`config.mk`:
```
export PLATFORM = sky130hd
export DESIGN_NAME = fifo_rd_prefetch
export DESIGN_NICKNAME = d
export VERILOG_FILES = /design/src/rtl/fifo_pkg.sv /design/src/rtl/rd_prefetch_buf.sv /design/src/rtl/fifo_rd_prefetch.sv
export SDC_FILE = /design/constraint.sdc
export NUM_CORES = 1
export LEC_CHECK = 0
export ABC_CLOCK_PERIOD_IN_PS = 1900
export CAP_MARGIN = 10
export CORE_MARGIN = 1
export CORE_UTILIZATION = 30
export DETAILED_ROUTE_END_ITERATION = 10
export PLACE_DENSITY_LB_ADDON = 0.08
export REMOVE_ABC_BUFFERS = 1
export SLEW_MARGIN = 20
export SYNTH_ARGS = -nofsm -noshare
export SYNTH_HDL_FRONTEND = slang
export SYNTH_SLANG_ARGS = --single-unit
```
`constraint.sdc`:
```
create_clock -name rd_clk -period 1.9 [get_ports rd_clk]
set_input_delay 0.19 -clock rd_clk [delete_from_list [all_inputs] [get_ports rd_clk]]
set_output_delay 0.19 -clock rd_clk [all_outputs]
set_load 0.05 [all_outputs]
```
`src/rtl/fifo_pkg.sv`:
```
// rtl/fifo_pkg.sv - shared prefetch constants and credit check
package fifo_pkg;

    localparam int PREFETCH_DEPTH = 2;
    localparam int LEVEL_W        = 2;

    // True when a new read can be issued without overrunning the buffer,
    // counting the word already in flight and the slot freed by a pop.
    function automatic logic credit_ok(
        input logic [LEVEL_W-1:0] count,
        input logic               inflight,
        input logic               pop
    );
        logic [LEVEL_W:0] need;
        need = {1'b0, count} + {{LEVEL_W{1'b0}}, inflight} - {{LEVEL_W{1'b0}}, pop};
        return need < (LEVEL_W+1)'(PREFETCH_DEPTH);
    endfunction

endpackage

```
`src/rtl/rd_prefetch_buf.sv`:
```
// rtl/rd_prefetch_buf.sv - two-entry circular prefetch register file
module rd_prefetch_buf
    import fifo_pkg::*;
#(
    parameter int WIDTH = 16
) (
    input  logic               clk,
    input  logic               rst,
    input  logic               push,
    input  logic [WIDTH-1:0]   push_data,
    input  logic               pop,
    output logic [WIDTH-1:0]   head_data,
    output logic [LEVEL_W-1:0] count
);

    logic [WIDTH-1:0]   entry [PREFETCH_DEPTH];
    logic               wr_ptr;
    logic               rd_ptr;
    logic [LEVEL_W-1:0] count_q;

    // Push writes the tail, pop advances the head; both may happen together.
    always_ff @(posedge clk) begin
        if (rst) begin
            for (int i = 0; i < PREFETCH_DEPTH; i++) begin
                entry[i] <= '0;
            end
            wr_ptr  <= 1'b0;
            rd_ptr  <= 1'b0;
            count_q <= '0;
        end else begin
            if (push) begin
                entry[wr_ptr] <= push_data;
                wr_ptr        <= ~wr_ptr;
            end
            if (pop) begin
                rd_ptr <= ~rd_ptr;
            end
            count_q <= count_q + LEVEL_W'(push) - LEVEL_W'(pop);
        end
    end

    assign head_data = entry[rd_ptr];
    assign count     = count_q;

endmodule

```
`src/rtl/fifo_rd_prefetch.sv`:
```
// rtl/fifo_rd_prefetch.sv - FIFO read-side prefetch stage with FWFT stream output
module fifo_rd_prefetch
    import fifo_pkg::*;
#(
    parameter int WIDTH     = 16,
    parameter int BUF_DEPTH = 2
) (
    input  logic               rd_clk,
    input  logic               rd_rst,
    input  logic               fifo_empty,
    output logic               fifo_rd_en,
    input  logic [WIDTH-1:0]   fifo_rd_data,
    output logic               m_valid,
    input  logic               m_ready,
    output logic [WIDTH-1:0]   m_data,
    output logic [LEVEL_W-1:0] level
);

    if (BUF_DEPTH != PREFETCH_DEPTH) begin : g_depth_check
        $error("fifo_rd_prefetch supports BUF_DEPTH=2 only");
    end

    logic               inflight;
    logic               pop;
    logic               issue;
    logic [LEVEL_W-1:0] count;

    // Credit-based read issue: never request while empty or while in reset.
    always_comb begin
        pop        = 1'b0;
        fifo_rd_en = 1'b0;
        issue      = 1'b0;
        m_valid    = (count != '0);
        pop        = m_valid & m_ready;
        fifo_rd_en = ~rd_rst & ~fifo_empty & credit_ok(count, inflight, pop);
        issue      = fifo_rd_en & ~fifo_empty;
    end

    // The memory returns data one cycle after an accepted read.
    always_ff @(posedge rd_clk) begin
        if (rd_rst) begin
            inflight <= 1'b0;
        end else begin
            inflight <= issue;
        end
    end

    rd_prefetch_buf #(
        .WIDTH (WIDTH)
    ) u_buf (
        .clk       (rd_clk),
        .rst       (rd_rst),
        .push      (inflight),
        .push_data (fifo_rd_data),
        .pop       (pop),
        .head_data (m_data),
        .count     (count)
    );

    assign level = count;

endmodule
```
# Yosys cells after proc, flatten, opt, wreduce, memory -nomap -nowiden
# Memory sizes are Yosys's and may differ from the RTL's. A register that Yosys moved wholly into a read port is not among the register bits.
# Cells that the tools add are included.
# totals
reg_bits	5
ram_bits	32
inputBits	20
output_inout_bits	20
wordCells	30
memories	1
# classes
add_sub_neg	4
n_lt_le_gt_ge	1
muxes	10
n_bitwise	8
n_reduce_logical	2
# mem_list
memory	depth	width	rd	rd_ports_with_merged_regs	wr	line_no	text
u_buf.entry	2	16	1	1	2	rd_prefetch_buf.sv:16	logic [WIDTH-1:0] entry [PREFETCH_DEPTH];
# op_table
operator	n
16-bit 2-to-1 mux	1
16-bit OR reduction	1
1-bit 2-to-1 mux	9
1-bit AND	4
1-bit inverter	4
2-bit by 1-bit adder with 3-bit output	1
3-bit by 2-bit less-than comparator with 1-bit output, second input constant	1
3-bit by 1-bit subtractor with 3-bit output	1
2-bit by 1-bit adder with 2-bit output	1
2-bit nonzero test	1
2-bit by 1-bit subtractor with 2-bit output	1

# Depth between registers and ports, before layout
# Gate-level depths: netlist (run 1).
# depth
ltp_word	6
mapped_depth	7
mapped_depth_nobuf	7

# Modules after synthesis
# A second synthesis (run 1) with hierarchy kept.
# unflattened
cells_unflattened	134
hier_area_um2	1783.0
# by_module_without_submodules
module	n_inst	cells_each	area_per_inst_um2	seq_area_each_um2
rd_prefetch_buf	1	124	1681.6	1061.0
fifo_rd_prefetch	1	10	101.3	20.0

# Worst setup path before layout (run 1)
# Ideal clock, no wire load.
# synth_path
path_type	flip-flop to output port
from	register u_buf.count_q[1], in the netlist u_buf.count[1]
to	output fifo_rd_en
t_arrival_ns	3.247
t_required_ns	1.710
path_slack_ns	-1.537
stages_incl_launch_ff	7
n_path_buf	0
cell_sequence	dfxtp_1 -> o21a_1 -> ha_1 -> inv_1 -> ha_1 -> fa_1 -> nor4_1
# synth_between
elab_chain_cells	5
word_cells_on_any_way	6
cone_classes	add/sub (2); order compare (1); bitwise (2); reduce/logical (1)
# synth_rtl
element	line_no	text
start: declaration	rd_prefetch_buf.sv:19	logic [LEVEL_W-1:0] count_q;
start signal: assignment	rd_prefetch_buf.sv:38	count_q <= count_q + LEVEL_W'(push) - LEVEL_W'(pop);
2-bit nonzero test	fifo_rd_prefetch.sv:33	m_valid = (count != '0);
1-bit AND	fifo_rd_prefetch.sv:34	pop = m_valid & m_ready;
named net pop	fifo_rd_prefetch.sv:24	logic pop;
3-bit by 1-bit subtractor with 3-bit output	fifo_pkg.sv:15	need = {1'b0, count} + {{LEVEL_W{1'b0}}, inflight} - {{LEVEL_W{1'b0}}, pop};
3-bit by 2-bit less-than comparator with 1-bit output	fifo_pkg.sv:16	return need < (LEVEL_W+1)'(PREFETCH_DEPTH);
1-bit AND	fifo_rd_prefetch.sv:35	fifo_rd_en = ~rd_rst & ~fifo_empty & credit_ok(count, inflight, pop);
end: declaration	fifo_rd_prefetch.sv:11	output logic fifo_rd_en,
# The timed path passes the listed nets, and every way through them passes these cells.

# Worst setup path in the final report (run 1)
# layout_path
from	register u_buf.count_q[0], in the netlist u_buf.count[0]
to	output fifo_rd_en
# The elaborated chain is that of the path after synthesis.

==> results of run 1 <==
metal layers:
layer	up-vias	wire length [um]	global-route usage, %
li1	555	-	-
met4	0	40	4.44
met2	26	1890	23.9
met1	562	1570	14.6
met5	-	0	0
met3	5	200	4.42
flip-flops by register name, indices dropped and copies added, names as in the netlist, named ones only:
register and cells:
u_buf.wr_ptr 1, u_buf.rd_ptr 1, inflight 1, u_buf.entry 32, u_buf.count 2
cells by family (layout without fill, tap and decap cells):
family / after synthesis / count (layout) / share of synthesized area [%]
mux: 18 / 18 / 13.8
fa+ha+maj: 3 / 3 / 2.58
xor+xnor: 1 / 1 / 0.502
flops: 38 / 38 / 61.9
buf+inv: 11 / 66 / 4.01
simple gates: 60 / 60 / 16.5
compound gates: 2 / 2 / 0.717
path summary, 6_finish.rpt:
check	endpoint	slack [ps]	cells after the start
worst max register to register	inflight	-30	7
worst max-delay path	fifo_rd_en	-630	8
worst min-delay path	u_buf.wr_ptr	490	2
worst min register to register	u_buf.wr_ptr	490	2
timing repair:
action                     4_1_cts  5_1_grt
setup endpoints to repair        1        3
setup buffers                    2        0
pin swaps                        3        4
gates resized for setup          1        5
hold buffers                     0        0
cloned                           0        0
power groups by stage:
stage	Combinational, uW	Clock (uW)	Sequential [uW]
floorplan	997	0	1240
global placement	1820	0	1160
detailed placement	1850	0	1170
CTS	1880	716	1150
global route	2000	748	1170
finish	1900	690	1150
cell type report:
cell class              count  area (sq um)  area share (%)
flip-flops and latches     38          1080            43.0
multi-input cells          84           616            24.5
repair buffers             54           596            23.7
well taps                  72          90.1            3.58
clock buffers               7          86.3            3.43
clock inverters             1          30.0            1.19
inverters                   4          15.0           0.597
cell usage in the layout, fill, tap and decap left out, drive strengths merged:
cell	count
a21oi	1
bufinv	1
buf	33
dfxtp	6
clkbuf	7
nor2b	3
o21a	1
nand2	2
inv	4
edfxtp	32
nor4	2
ha	2
mux2	18
fa	1
nor2	33
clkdlybuf4s50	21
nand2b	20
xnor2	1
stage by stage:
stage / cells / utilization [%] / worst slack [ps] / total power, uW
floorplan: 126 / - / -1540 / 2230
global placement: 250 / 42.6 / -472 / 2980
detailed placement: 250 / 42.6 / -571 / 3020
CTS: 260 / 45.0 / -667 / 3750
global route: 260 / 45.4 / -737 / 3920
finish: 260 / 45.4 / -625 / 3740
critical path, delay by kind of cell (launching register included):
kind	cells	cell delay (ps)
AO/OA/AOI/OAI	1	210
buffers and inverters	3	340
AND/OR/NAND/NOR	1	270
flip-flops	1	330
adder cells (fa/ha/maj)	3	900
==> flow_metrics.py, run 1 <==
metrics = {
    "run_status": {
        "outcome": "finished with violations",
        "failed_checks": "setup timing",
    },
    "clock_network": {
        "clk_pin_slew_ps": 70,
        "clock-root-buffer": "clkbuf_8",
        "cts_max_path_buffers": 2,
        "tritoncts_num_sinks": 38,
        "cts_inserted_buffers": 5,
        "clk_latency_ps": 280,
        "cts_tree": "yes",
        "clock_tree.htree_level_count": 2,
    },
    "critical_path": {
        "timing.critical_path.fanout_max": 3,
        "timing.setup.critical_path_class": "flip-flop to output pin",
        "cp_slowest_stage_delay_ps": 450,
        "required_ps": 1710,
        "crit_chain": "o21a_1 > ha_1 > inv_1 > ha_2 > fa_2 > nor4_2 > buf_4 > buf_12",
        "cp.arrival_ps": 2340,
        "worstReg2RegStart": "u_buf.count[0]",
        "critical-path-slowest-cell": "fa_2",
        "worstSetupStartpoint": "u_buf.count[0]",
        "cp-end-kind": "output pin",
        "worst_setup_sp_type": "flip-flop",
    },
    "timing": {
        "timing.clock.skew_ps": 6.14,
        "final_min_period_over_clock_period_pct": 133,
        "drv_slew": 0,
        "setup_violators_final": 2,
        "finalHoldViolCount": 0,
        "tightestPinTransition_ps": 496,
        "fin_ws_ps": -625,
        "max-slew-margin-rel_pct": 66.8,
        "finalWorstPathRequiredPeriod_ps": 2530,
        "hold_ws_ps": 494,
        "total_negative_slack_ps": -656,
        "max_freq_mhz": 396,
        "grt_setup_unrepaired": "true",
    },
    "routing": {
        "wirelength_routed_mm": 3.70,
        "drt_pre_antenna_iters": 2,
        "remaining_drc_errors": 0,
        "routed_via_density": 4.42,
        "detailedRoute.firstIterationViolations": 35,
        "drt.antenna.violating_nets": 0,
        "dr_total_vias": 1148,
        "detail_route.wl_per_cell_um": 14.2,
    },
    "placement": {
        "post-dp-hpwl_mm": 2.51,
        "gp_congestion": 0.671,
        "placement.cell_area_sq_um": 2360,
        "placement.io_buffers": 39,
    },
    "grt": {
        "grt_max_degree": 18,
        "grt_pass1_wl_mm": 6.05,
        "antenna_found_initial": 0,
        "globalRoute.totalOverflow": 0,
        "total_global_routing_track_utilization_pct": 13.3,
        "grt_pass1_vias": 1278,
    },
    "pwr": {
        "power.switching_uw": 1350,
        "power_report.internal_total_uw": 2390,
        "static-leakage-power_uw": 0.000981,
        "switching_share_pct": 36.1,
        "peakVddDrop_v": 0.000827,
        "seq_power_share_pct": 30.8,
        "powerDensity_nw_per_um2": 1490,
        "p_comb_share_pct": 50.7,
        "power_frac_clock_pct": 18.5,
    },
    "die": {
        "floorplan.die.width_um": 78.3,
        "core_area_sq_um": 5540,
        "dieArea_sq_um": 6130,
        "pin_count": 40,
        "floorplan.die.height_um": 78.3,
        "start_util_pct": 31.5,
        "placementRows": 27,
    },
    "yosys": {
        "synth_top_cells_by_area": "edfxtp_1, mux2_4, nand2b_1",
        "number_of_distinct_library_cells_after_synthesis": 19,
        "syn-instance-count": 133,
        "syn-cell-area_sq_um": 1750,
        "ys_top_cells_by_count": "nor2_1, edfxtp_1, nand2b_1, mux2_4, mux2_2",
        "yosysMostFrequentCell": "nor2_1",
        "ys_dominant_reg_cell": "edfxtp_1",
        "synth_warnings": 0,
        "ys_ff_latch": 38,
        "synth_top_cell_by_area": "edfxtp_1",
        "portion_of_the_post_synthesis_area_used_by_sequential_elements_pct": 61.9,
        "synth_top_area_share_pct": 55.1,
        "ys_async_sr_fraction_pct": 0,
        "synth_enable_flop_cells": 32,
        "mean_syn_cell_area_sq_um": 13.1,
    },
    "layout": {
        "num_antenna_cells": 0,
        "design_area_sq_um": 2510,
        "layout-area-overhead-vs-synth_pct": 44.1,
        "n_fill_cell": 530,
        "post_route_cells_drive_above_1_share_pct": 34.0,
        "finish.net_count": 210,
    },
    "flow_run": {
        "cap_violations": 0,
    },
    "min_path": {
        "holdCritStartpoint": "u_buf.wr_ptr",
        "hold_path.class": "flip-flop to flip-flop",
    },
}
Power figures use the tool's default switching activity.
==> run 2, diff against run 1 <==
--- a/config.mk
+++ b/config.mk
@@ -10,6 +10,7 @@
 export CORE_MARGIN = 1
 export CORE_UTILIZATION = 30
 export DETAILED_ROUTE_END_ITERATION = 10
+export DONT_BUFFER_PORTS = 1
 export PLACE_DENSITY_LB_ADDON = 0.08
 export REMOVE_ABC_BUFFERS = 1
 export SLEW_MARGIN = 20
==> run 2 against run 1 <==
- the run still ends with setup timing left
- combinational power down 28%
- cell count down 14%
- largest power group unchanged
- via count down 13%
- non-clock buffer count down 37
- count of clock-buffer cells in the layout up 1
==> flow_metrics.py, run 2 (synthesis gave the netlist of run 1 again) <==
metrics = {
    "run_status": {
        "outcome": "finished with violations",
        "failed_checks": "setup timing",
    },
    "placement": {
        "gp_congestion": 0.609,
        "post-place-ws_ps": -256,
        "post-dp-hpwl_mm": 2.14,
        "placement.io_buffers": 0,
        "placement.cell_area_sq_um": 1880,
        "inst_count_dp": 210,
    },
    "clock_network": {
        "cts_max_path_buffers": 2,
        "tritoncts_num_sinks": 38,
        "clock_tree.htree_level_count": 2,
        "clk_latency_ps": 280,
        "clock-root-buffer": "clkbuf_8",
        "clk_pin_slew_ps": 70,
        "cts_tree": "yes",
        "cts_inserted_buffers": 5,
    },
    "routing": {
        "dr_total_vias": 1000,
        "drt.antenna.violating_nets": 0,
        "remaining_drc_errors": 0,
        "drt_pre_antenna_iters": 4,
        "detailedRoute.firstIterationViolations": 29,
        "routed_via_density": 4.48,
        "detail_route.wl_per_cell_um": 15.0,
        "wirelength_routed_mm": 3.35,
    },
    "timing": {
        "fin_ws_ps": -534,
        "timing.clock.skew_ps": 3.23,
        "max_freq_mhz": 411,
        "finalWorstPathRequiredPeriod_ps": 2430,
        "tightestPinTransition_ps": 465,
        "setup_violators_final": 3,
        "total_negative_slack_ps": -694,
        "final_min_period_over_clock_period_pct": 128,
        "drv_slew": 0,
        "max-slew-margin-rel_pct": 68.9,
        "grt_setup_unrepaired": "true",
        "finalHoldViolCount": 0,
    },
    "critical_path": {
        "timing.setup.critical_path_class": "flip-flop to output pin",
        "worst_setup_sp_type": "flip-flop",
        "rrSetupSlack_ps": -100,
        "timing.critical_path.fanout_max": 3,
        "cp-end-kind": "output pin",
        "required_ps": 1710,
        "cp.arrival_ps": 2240,
    },
    "layout": {
        "top_register": "u_buf.entry",
        "post_route_cells_drive_above_1_share_pct": 29.1,
        "leading_cell_types_in_the_layout_fill_and_taps_excluded": "nor2_1, edfxtp_1, nand2b_1, buf_4, mux2_4",
        "n_fill_cell": 562,
        "finish.net_count": 173,
        "largest_register_ff_count": 32,
        "finish.cell_count_without_fillers": 223,
        "num_antenna_cells": 0,
        "design_area_sq_um": 2030,
        "layout-area-overhead-vs-synth_pct": 16.3,
        "layout_commonest_cell": "nor2_1",
    },
    "pwr": {
        "switching_share_pct": 40.4,
        "powerDensity_nw_per_um2": 1510,
        "total_power_uw": 3070,
        "seq_power_share_pct": 37.4,
        "power.switching_uw": 1240,
        "power_frac_clock_pct": 18.1,
        "power_report.internal_total_uw": 1830,
        "peakVddDrop_v": 0.000514,
        "p_comb_share_pct": 44.5,
        "static-leakage-power_uw": 0.000758,
    },
    "die": {
        "placementRows": 27,
        "core_area_sq_um": 5540,
        "floorplan.die.width_um": 78.3,
        "floorplan.die.height_um": 78.3,
        "start_util_pct": 31.5,
        "pin_count": 40,
        "dieArea_sq_um": 6130,
    },
    "min_path": {
        "hold_path.class": "input port to flip-flop",
    },
    "grt": {
        "total_global_routing_track_utilization_pct": 12.4,
        "grt_pass1_wl_mm": 5.53,
        "grt_pass1_vias": 1097,
        "globalRoute.totalOverflow": 0,
        "antenna_found_initial": 0,
        "grt_max_degree": 23,
    },
    "flow_run": {
        "cap_violations": 0,
    },
}
==> run 2: metrics by stage <==
stage	util, %	hold WS [ps]
finish	36.7	145
global route	36.7	139
CTS	36.3	132
detailed placement	33.9	275
global placement	33.9	264
floorplan	-	259
==> run 2: critical path: stages, from the launching register on <==
cell	delay [ps]
dfxtp_2	330
o21a_1	180
ha_1	270
inv_1	40
ha_2	170
fa_1	490
nor4_2	250
buf_4	230
==> run 2: cell type report <==
class / count / area (sq um) / share of cell area [%]
Inverter: 4 / 15.0 / 0.739
Sequential cell: 38 / 1080 / 53.3
Clock buffer: 8 / 90.1 / 4.44
Multi-Input combinational cell: 84 / 617 / 30.4
Tap cell: 72 / 90.1 / 4.44
Timing Repair Buffer: 17 / 136 / 6.72
==> run 2: power groups by stage <==
stage / sequential (uW) / clock [uW] / combinational (uW)
after floorplan: 1240 / 0 / 997
after global placement: 1160 / 0 / 1280
after detailed placement: 1170 / 0 / 1290
after CTS: 1150 / 579 / 1340
after global routing: 1170 / 618 / 1450
final: 1150 / 556 / 1370
==> run 2: repair_timing <==
action	4_1_cts	5_1_grt
setup endpoints to repair	1	3
buffers inserted	2	1
pin swaps	3	0
endpoints found under the hold margin	4	0
resized for setup	3	3
hold buffers	2	0
==> run 2: worst paths after layout <==
path / end / cells past startpoint / from
min reg2reg: u_buf.wr_ptr / 2 / u_buf.wr_ptr
max reg2reg: inflight / 8 / u_buf.count[0]
max: fifo_rd_en / 7 / u_buf.count[0]
min: u_buf.entry[0][7] / 2 / fifo_rd_data[7]
==> run 2: layer usage <==
metal  track usage (%)  routed length [um]  vias up
met2              21.8                1820       32
li1                  -                   -      482
met1              13.4                1310      484
met5                 0                   0        -
met4              4.63                  15        0
met3              4.77                 200        2
